--- config.mk ---
export PLATFORM = sky130hd
export DESIGN_NAME = mem_access_ctrl
export DESIGN_NICKNAME = d
export VERILOG_FILES = /design/src/rtl/mem_access_ctrl.sv
export SDC_FILE = /design/constraint.sdc
export NUM_CORES = 1
export LEC_CHECK = 0
export ABC_AREA = 1
export CORE_ASPECT_RATIO = 1.2
export CORE_MARGIN = 2
export CORE_UTILIZATION = 35
export CTS_BUF_LIST = sky130_fd_sc_hd__clkbuf_16
export CTS_CLUSTER_SIZE = 40
export DETAILED_ROUTE_END_ITERATION = 8
export PLACE_DENSITY_LB_ADDON = 0.08
export SYNTH_ARGS = -nofsm -noshare
export SYNTH_HDL_FRONTEND = slang
export SYNTH_SLANG_ARGS = --single-unit
--- constraint.sdc ---
create_clock -name clk -period 4.7 [get_ports clk]
set_clock_uncertainty 0.2 [all_clocks]
set_input_delay 0.47 -clock clk [delete_from_list [all_inputs] [get_ports clk]]
set_output_delay 0.47 -clock clk [all_outputs]
set_load 0.02 [all_outputs]
--- src/rtl/mem_access_ctrl.sv ---
// mem_access_ctrl: sequences MEM-stage loads/stores onto a word-wide req/ack
// memory bus with no byte enables. Sub-word stores become read-modify-write.
// Optional feature macro: MEM_CTRL_TIMEOUT_EN (bus ack timeout with err_o pulse).
//
// state  | meaning
// IDLE   | ready for a new request
// RD     | load: bus read outstanding
// RMW_RD | byte/half store: reading the target word
// RMW_WR | byte/half store: writing the merged word (first cycle is the req gap)
// WR     | word store: bus write outstanding
// RESP   | one-cycle completion, pipeline released

module mem_access_ctrl #(
    parameter int unsigned ADDR_W         = 32,
    parameter int unsigned DATA_W         = 32,
    parameter int unsigned TIMEOUT_CYCLES = 255
) (
    input  logic              clk,
    input  logic              rst,
    input  logic              req_valid_i,
    output logic              req_ready_o,
    input  logic              req_we_i,
    input  logic [ADDR_W-1:0] req_addr_i,
    input  logic [DATA_W-1:0] req_wdata_i,
    input  logic [2:0]        req_type_i,
    output logic              resp_valid_o,
    output logic [DATA_W-1:0] resp_rdata_o,
    output logic              stall_o,
    output logic              bus_req_o,
    output logic              bus_we_o,
    output logic [ADDR_W-1:0] bus_addr_o,
    output logic [DATA_W-1:0] bus_wdata_o,
    input  logic              bus_ack_i,
    input  logic [DATA_W-1:0] bus_rdata_i,
    output logic              err_o
);

    typedef enum logic [2:0] {
        S_IDLE,
        S_RD,
        S_RMW_RD,
        S_RMW_WR,
        S_WR,
        S_RESP
    } state_t;

    state_t            state_q;
    state_t            state_d;

    // type[1:0]: 00 byte, 01 half, 1x word; type[2] only selects extension downstream
    logic [1:0]        size_q;
    logic [1:0]        addr_lo_q;
    logic [15:0]       wdata_q;
    logic [DATA_W-1:0] rdata_q;
    logic              bus_req_q;
    logic              bus_we_q;
    logic [ADDR_W-1:0] bus_addr_q;
    logic [DATA_W-1:0] bus_wdata_q;

    logic              xfer;
    logic              timeout_hit;
    logic              req_word;
    logic [4:0]        shamt;
    logic [DATA_W-1:0] load_word;
    logic [DATA_W-1:0] merged;

    logic              unused_type;
    assign unused_type = req_type_i[2];

    assign xfer     = bus_req_q & bus_ack_i;
    assign req_word = req_type_i[1];

    // Load data is returned lane-aligned; word loads ignore the low address bits
    assign shamt     = size_q[1] ? 5'd0 : {addr_lo_q, 3'b000};
    assign load_word = bus_rdata_i >> shamt;

    // Merge the stored lane into the word read back from memory
    always_comb begin
        merged = bus_rdata_i;
        if (size_q == 2'b00) begin
            merged[{addr_lo_q, 3'b000} +: 8] = wdata_q[7:0];
        end else begin
            merged[{addr_lo_q[1], 4'b0000} +: 16] = wdata_q[15:0];
        end
    end

`ifdef MEM_CTRL_TIMEOUT_EN
    localparam int unsigned TO_W = ($clog2(TIMEOUT_CYCLES + 1) > 8) ?
                                   $clog2(TIMEOUT_CYCLES + 1) : 8;

    logic [TO_W-1:0] to_cnt_q;
    logic            wait_cyc;
    logic            err_q;

    assign wait_cyc    = bus_req_q & ~bus_ack_i;
    assign timeout_hit = wait_cyc && (to_cnt_q == TO_W'(1));
    assign err_o       = err_q;

    // Down-counter of unacked request cycles; reloaded whenever no request is out
    always_ff @(posedge clk) begin
        if (rst) begin
            to_cnt_q <= TO_W'(TIMEOUT_CYCLES);
            err_q    <= 1'b0;
        end else begin
            err_q <= timeout_hit;
            if (!bus_req_q) begin
                to_cnt_q <= TO_W'(TIMEOUT_CYCLES);
            end else if (wait_cyc) begin
                to_cnt_q <= to_cnt_q - TO_W'(1);
            end
        end
    end
`else
    logic unused_timeout;
    assign unused_timeout = ^TIMEOUT_CYCLES;
    assign timeout_hit    = 1'b0;
    assign err_o          = 1'b0;
`endif

    // Next-state decode
    always_comb begin
        state_d = state_q;
        case (state_q)
            S_IDLE: begin
                if (req_valid_i) begin
                    if (!req_we_i) begin
                        state_d = S_RD;
                    end else if (req_word) begin
                        state_d = S_WR;
                    end else begin
                        state_d = S_RMW_RD;
                    end
                end
            end
            S_RD, S_WR, S_RMW_WR: begin
                if (timeout_hit || xfer) begin
                    state_d = S_RESP;
                end
            end
            S_RMW_RD: begin
                if (timeout_hit) begin
                    state_d = S_RESP;
                end else if (xfer) begin
                    state_d = S_RMW_WR;
                end
            end
            S_RESP:  state_d = S_IDLE;
            default: state_d = S_IDLE;
        endcase
    end

    // State register, request latches and registered bus outputs
    always_ff @(posedge clk) begin
        if (rst) begin
            state_q     <= S_IDLE;
            size_q      <= 2'b00;
            addr_lo_q   <= 2'b00;
            wdata_q     <= '0;
            rdata_q     <= '0;
            bus_req_q   <= 1'b0;
            bus_we_q    <= 1'b0;
            bus_addr_q  <= '0;
            bus_wdata_q <= '0;
        end else begin
            state_q <= state_d;
            case (state_q)
                S_IDLE: begin
                    if (req_valid_i) begin
                        size_q      <= req_type_i[1:0];
                        addr_lo_q   <= req_addr_i[1:0];
                        wdata_q     <= req_wdata_i[15:0];
                        rdata_q     <= '0;
                        bus_req_q   <= 1'b1;
                        bus_we_q    <= req_we_i & req_word;
                        bus_addr_q  <= {req_addr_i[ADDR_W-1:2], 2'b00};
                        bus_wdata_q <= req_wdata_i;
                    end
                end
                S_RD: begin
                    if (xfer) begin
                        bus_req_q <= 1'b0;
                        rdata_q   <= load_word;
                    end else if (timeout_hit) begin
                        bus_req_q <= 1'b0;
                    end
                end
                S_RMW_RD: begin
                    if (xfer) begin
                        bus_req_q   <= 1'b0;
                        bus_we_q    <= 1'b1;
                        bus_wdata_q <= merged;
                    end else if (timeout_hit) begin
                        bus_req_q <= 1'b0;
                    end
                end
                S_RMW_WR: begin
                    if (!bus_req_q) begin
                        bus_req_q <= 1'b1;
                    end else if (xfer || timeout_hit) begin
                        bus_req_q <= 1'b0;
                    end
                end
                S_WR: begin
                    if (xfer || timeout_hit) begin
                        bus_req_q <= 1'b0;
                    end
                end
                default: ;
            endcase
        end
    end

    assign req_ready_o  = (state_q == S_IDLE);
    assign resp_valid_o = (state_q == S_RESP);
    assign resp_rdata_o = (state_q == S_RESP) ? rdata_q : '0;
    assign stall_o      = ((state_q == S_IDLE) & req_valid_i) |
                          ((state_q != S_IDLE) & (state_q != S_RESP));
    assign bus_req_o    = bus_req_q;
    assign bus_we_o     = bus_we_q;
    assign bus_addr_o   = bus_addr_q;
    assign bus_wdata_o  = bus_wdata_q;

endmodule

-- After elaboration in Yosys (flattened, before gate mapping)
Index checks and enable logic that the tools add are counted.
- output and inout bits: 102
- input bits: 104
- word-level logic and storage cells: 70
- flip-flop bits (word level): 119
- shift-type cells: 5
- mux-type cells: 25
- eq/ne operators: 11
- reductions and logical operators: 13
- $add $sub $neg: 2
- bitwise operators: 5
- operators by type and width (cell ; number):
    $mux 32 ; 6
    $pmux 32 s2 ; 2
    $bwmux 32 ; 2
    $shift 16x7->32 const A ; 1
    $shift 8x7->32 const A ; 1
    $shiftx 16x7->32 ; 1
    $shiftx 8x7->32 ; 1
    $shr 32x5->32 ; 1
    $mux 3 ; 5
    $neg 5->7 ; 2
    $reduce_and 3->1 ; 4
    $pmux 3 s3 ; 1
    $ne 2x2->1 const B ; 4
    $eq 3x2->1 const B ; 2
    $eq 3x3->1 const B ; 2
    $mux 1 ; 6
    $reduce_bool 3->1 ; 2
    $reduce_or 3->1 ; 2
    $mux 5 ; 1
    $and 1x1->1 ; 4
    $reduce_bool 2->1 ; 2
    $eq 3x1->1 const B ; 1
    $logic_not 3->1 ; 1
    $ne 3x3->1 const B ; 1
    6 further kinds ; 6

-- Depth between registers and ports, before layout
- depth in word-level cells: 6
- mapped depth: 9
- mapped depth without buffers: 8

-- Worst setup path after synthesis
Ideal clock, no wire load.
- kind: register -> output
- start: register state_q[2]
- end: output resp_rdata_o[10]
- arrival: 1.824 ns
- slack: 2.206 ns
- required time: 4.030 ns
- path buffers: 1
- cell stages (with the launch flop): 6
- path through: dfxtp_1 > inv_2 > nor3_1 > inv_1 > clkbuf_1 > nor2_1
- longest elaborated chain between the ends: 2
- ends and longest elaborated chain (element ; RTL line ; source):
    start, declared ; 47 ; state_t state_q;
    start signal, assigned ; 165 ; state_q <= state_d;
    $eq 3x3->1 ; -- ;
    named net resp_valid_o ; 26 ; output logic resp_valid_o,
    $mux 32 ; 215 ; assign resp_rdata_o = (state_q == S_RESP) ? rdata_q : '0;
    end, declared ; 27 ; output logic [DATA_W-1:0] resp_rdata_o,
The timed path passes the listed nets, and every way through them passes these cells.

-- Worst setup path after layout
- start: register state_q[2]
- end: output resp_rdata_o[23]
- longest elaborated chain between the ends: 2
- ends and longest elaborated chain (element ; RTL line):
    $eq 3x3->1 ; 215
    $mux 32 ; 215
No other way between the ends.

==> impl_metrics.yaml <==
sta:
  slew_headroom_pct: 22.56
  finalCriticalPeriod_ps: 3331
  period_share_pct: 70.87
  grt_setup_unrepaired: "false"
  timing.final.hold_violations: 0
  worstMarginPinSlew_ps: 1158
  totalNegativeSetupSlack_ps: 0
  worst_hold_slack_ps: 267.9
  drv_slew: 0
  fmaxAchievable_ghz: 0.3002
  setup-violations-final: 0
detailed_routing:
  detail-route-antenna-nets: 0
  vias: 7085
  routed_wire_length_per_instance_um: 15.52
  via_density: 4.883
  drcViolationCount: 0
  first_pass_iters: 5
  route.final.wire_length_um: 22520
  detailedRoute.firstIterationViolations: 570
cts:
  h_tree_levels: 4
  cts.path.max_buffers: 2
  buffer_type_at_the_clock_tree_root: "sky130_fd_sc_hd__clkbuf_16"
  numClockSinks: 119
  clock_latency_on_the_worst_skew_pair_ps: 420
  numCtsBuffers: 17
  path_clk_slew_ps: 60
  ctsResizeCount: 0
  post-cts-setup-buffer-count: 0
  hold_buffers_post_cts: 0
  cts_tree: "done"
synth:
  synth_simple_gate_area_share_pct: 25.49
  post_synth_inst_count: 1028
  ys_seq_area_share_pct: 36.08
  mux_contribution_to_synthesized_area_pct: 0
  combinational_family_with_the_most_area_after_synthesis: "simple AND/OR/NAND/NOR gates"
  count_of_synthesis_stage_warnings_from_yosys: 0
  synth_xor_xnor_area_share_pct: 0
  synth_fa_ha_area_share_pct: 0.9475
  syn_area_per_cell_um2: 6.423
  synth-seq-cells: 119
  synth-compound-area-share_pct: 25.37
  number_of_distinct_library_cells_after_synthesis: 28
  mappedNetlistArea_um2: 6603
setup_path:
  cp.buffers_inverters: 3
  cp-end-kind: "primary output"
  critical-path-slowest-cell: "sky130_fd_sc_hd__clkdlybuf4s50_1"
  critical_path_class: "flip-flop to primary output"
  worstPathCellList: "inv_2 -> nor3_1 -> inv_1 -> nor2_1 -> clkdlybuf4s50_1"
  worst-endpoint-arrival_ps: 2660
  cp_slowest_stage_delay_ps: 630
  path_max_fanout: 32
  critical_path_depth: 5
  cp-start-kind: "flip-flop"
  critical_path.top_delay_family: "buffers and inverters"
  worstRegToRegCells: 7
  worst-endpoint-required_ps: 4030
global_route:
  globalRouteTotalUtil_pct: 22.27
  grt_pass1_vias: 6299
  overflow: 0
  grt_pass1_wl_um: 35050
  grt_max_degree: 79
  antenna_violations_before_repair: 0
floorplan:
  design.die.area_um2: 19980
  dieHeight_um: 154.5
  rows: 55
  placeable_core_region_um2: 18650
  io-pin-count: 206
  floorplan.initialDensity_pct: 35.40
  dieWidth_um: 129.4
layout:
  multi_input_comb_area_um2: 3435
  ff_latch_area_um2: 2384
  finished_core_util_pct: 49.49
  layout.cell_area.non_filler_um2: 9230
  area_delta_synth_final_pct: 39.80
  antennaDiodeCount: 0
  final.fill_count: 1968
  final_common_cell: "sky130_fd_sc_hd__clkdlybuf4s50_1"
  final_cell_mix: "201 x sky130_fd_sc_hd__clkdlybuf4s50_1, 152 x sky130_fd_sc_hd__nand2_1, 146 x sky130_fd_sc_hd__nor2_1"
  drive_above_1_share_pct: 4.351
  finish.net_count: 1291
power_and_ir_drop:
  power-per-cell-area_nw_per_um2: 584.4
  power_leakage_nw: 3.636
  p_int_mw: 3.093
  ir_worst_vdd_uv: 258.0
  seqPwrFrac_pct: 28.8
  p_sw_share_pct: 42.66
  power.clock.fraction_pct: 24.5
  comb_power_share_pct: 46.7
  power_switching_mw: 2.301
min_path:
  worst_hold_path_cell_count: 2
  worstHoldPathType: "flip-flop to flip-flop"
placement:
  dp_hpwl_um: 15820
  cell_area_placed_um2: 8642
  placement.io_buffers: 201
  place.gp.congestion: 0.8506
job:
  cap_viol_max_count: 0
run_status:
  run_status: "finished, final reports clean"
-- worst min-delay path: stages (launching register included) --
cell	delay, ps
sky130_fd_sc_hd__dfxtp_1	310
sky130_fd_sc_hd__nand2_1	60
sky130_fd_sc_hd__a21oi_1	50
-- cell families (layout without fill, tap and decap cells) --
| group | count (synthesis) | count (layout) |
|---|---|---|
| other | 1 | 3 |
| AOI/OAI and AO/OA | 310 | 310 |
| DFF | 119 | 119 |
| buffers and inverters | 192 | 357 |
| and+or+nand+nor | 401 | 401 |
| adders and majority gates | 5 | 5 |
-- power by group through the flow --
stage                     clock network [mW]  registers (mW)  logic [mW]
after floorplan                            0            1.75        1.50
after global placement                     0            1.57        2.51
after detailed placement                   0            1.57        2.52
after CTS                               1.34            1.55        2.53
after global routing                    1.39            1.59        2.80
final                                   1.32            1.55        2.52
-- registers in the layout, indices dropped and copies added (netlist names) --
register / count
wdata_q: 16
size_q: 2
bus_we_o: 1
rdata_q: 32
state_q: 3
bus_wdata_o: 32
bus_req_o: 1
addr_lo_q: 2
bus_addr_o: 30
-- metrics by stage --
step           cells  total power [mW]  setup slack, ps
6_report        1451             5.394             1369
5_1_grt         1451             5.778             1145
4_1_cts         1451             5.427             1314
3_5_place_dp    1419             4.090             1695
3_3_place_gp    1419             4.077             1726
2_1_floorplan   1030             3.249             2206
-- synth_stat cells --
| cell | count | area, µm² |
|---|---|---|
| sky130_fd_sc_hd__nand2_1 | 153 | 574.3 |
| sky130_fd_sc_hd__nor2_1 | 146 | 548.0 |
| sky130_fd_sc_hd__o21ai_0 | 144 | 720.7 |
| sky130_fd_sc_hd__dfxtp_1 | 119 | 2382 |
| sky130_fd_sc_hd__a21oi_1 | 116 | 580.6 |
| sky130_fd_sc_hd__inv_1 | 110 | 412.9 |
| sky130_fd_sc_hd__nand3_1 | 88 | 440.4 |
| sky130_fd_sc_hd__clkbuf_1 | 51 | 191.4 |
| sky130_fd_sc_hd__o211ai_1 | 39 | 292.8 |
| sky130_fd_sc_hd__buf_2 | 13 | 65.06 |
| sky130_fd_sc_hd__o21ai_1 | 8 | 40.04 |
| sky130_fd_sc_hd__inv_2 | 6 | 22.52 |
| sky130_fd_sc_hd__buf_4 | 5 | 37.54 |
| sky130_fd_sc_hd__buf_6 | 5 | 56.30 |
| sky130_fd_sc_hd__ha_1 | 5 | 62.56 |
| sky130_fd_sc_hd__nand3b_1 | 4 | 30.03 |
| sky130_fd_sc_hd__nand4_1 | 3 | 18.77 |
| sky130_fd_sc_hd__nor2_2 | 2 | 12.51 |
| sky130_fd_sc_hd__nor3_1 | 2 | 10.01 |
| sky130_fd_sc_hd__a21oi_4 | 1 | 16.27 |
| sky130_fd_sc_hd__clkinv_1 | 1 | 3.750 |
| sky130_fd_sc_hd__conb_1 | 1 | 3.750 |
| sky130_fd_sc_hd__inv_4 | 1 | 6.260 |
| sky130_fd_sc_hd__nand2_8 | 1 | 20.02 |
| sky130_fd_sc_hd__nand3_4 | 1 | 17.52 |
| sky130_fd_sc_hd__nor2_4 | 1 | 11.26 |
| sky130_fd_sc_hd__o21ai_2 | 1 | 8.760 |
| sky130_fd_sc_hd__o21ai_4 | 1 | 16.27 |
-- final timing paths --
path | start | to | slack (ps)
setup / recovery | state_q[2] | resp_rdata_o[23] | 1370
hold / removal | rdata_q[19] | rdata_q[19] | 270
setup reg to reg | addr_lo_q[0] | bus_wdata_o[5] | 2000
hold reg to reg | rdata_q[19] | rdata_q[19] | 270
-- routing by layer --
| layer | GRT usage [%] | part of all wire (%) | routed length, µm | up-vias |
|---|---|---|---|---|
| met4 | 6.781 | 1.8 | 407 | 0 |
| met3 | 4.255 | 5.1 | 1153 | 26 |
| met1 | 30.92 | 46 | 10380 | 3184 |
| met5 | 0 | 0 | 0 | - |
| met2 | 34.89 | 47 | 10580 | 188 |
| li1 | - | - | - | 3687 |
-- final cells by class --
type	instances	area share (%)
Timing Repair Buffer	207	22.29
Tap cell	256	3.470
Inverter	118	4.839
Sequential cell	119	25.82
Clock inverter	15	1.762
Multi-Input combinational cell	719	37.21
Clock buffer	17	4.609
No activity file was read; power rests on OpenSTA's default activity.
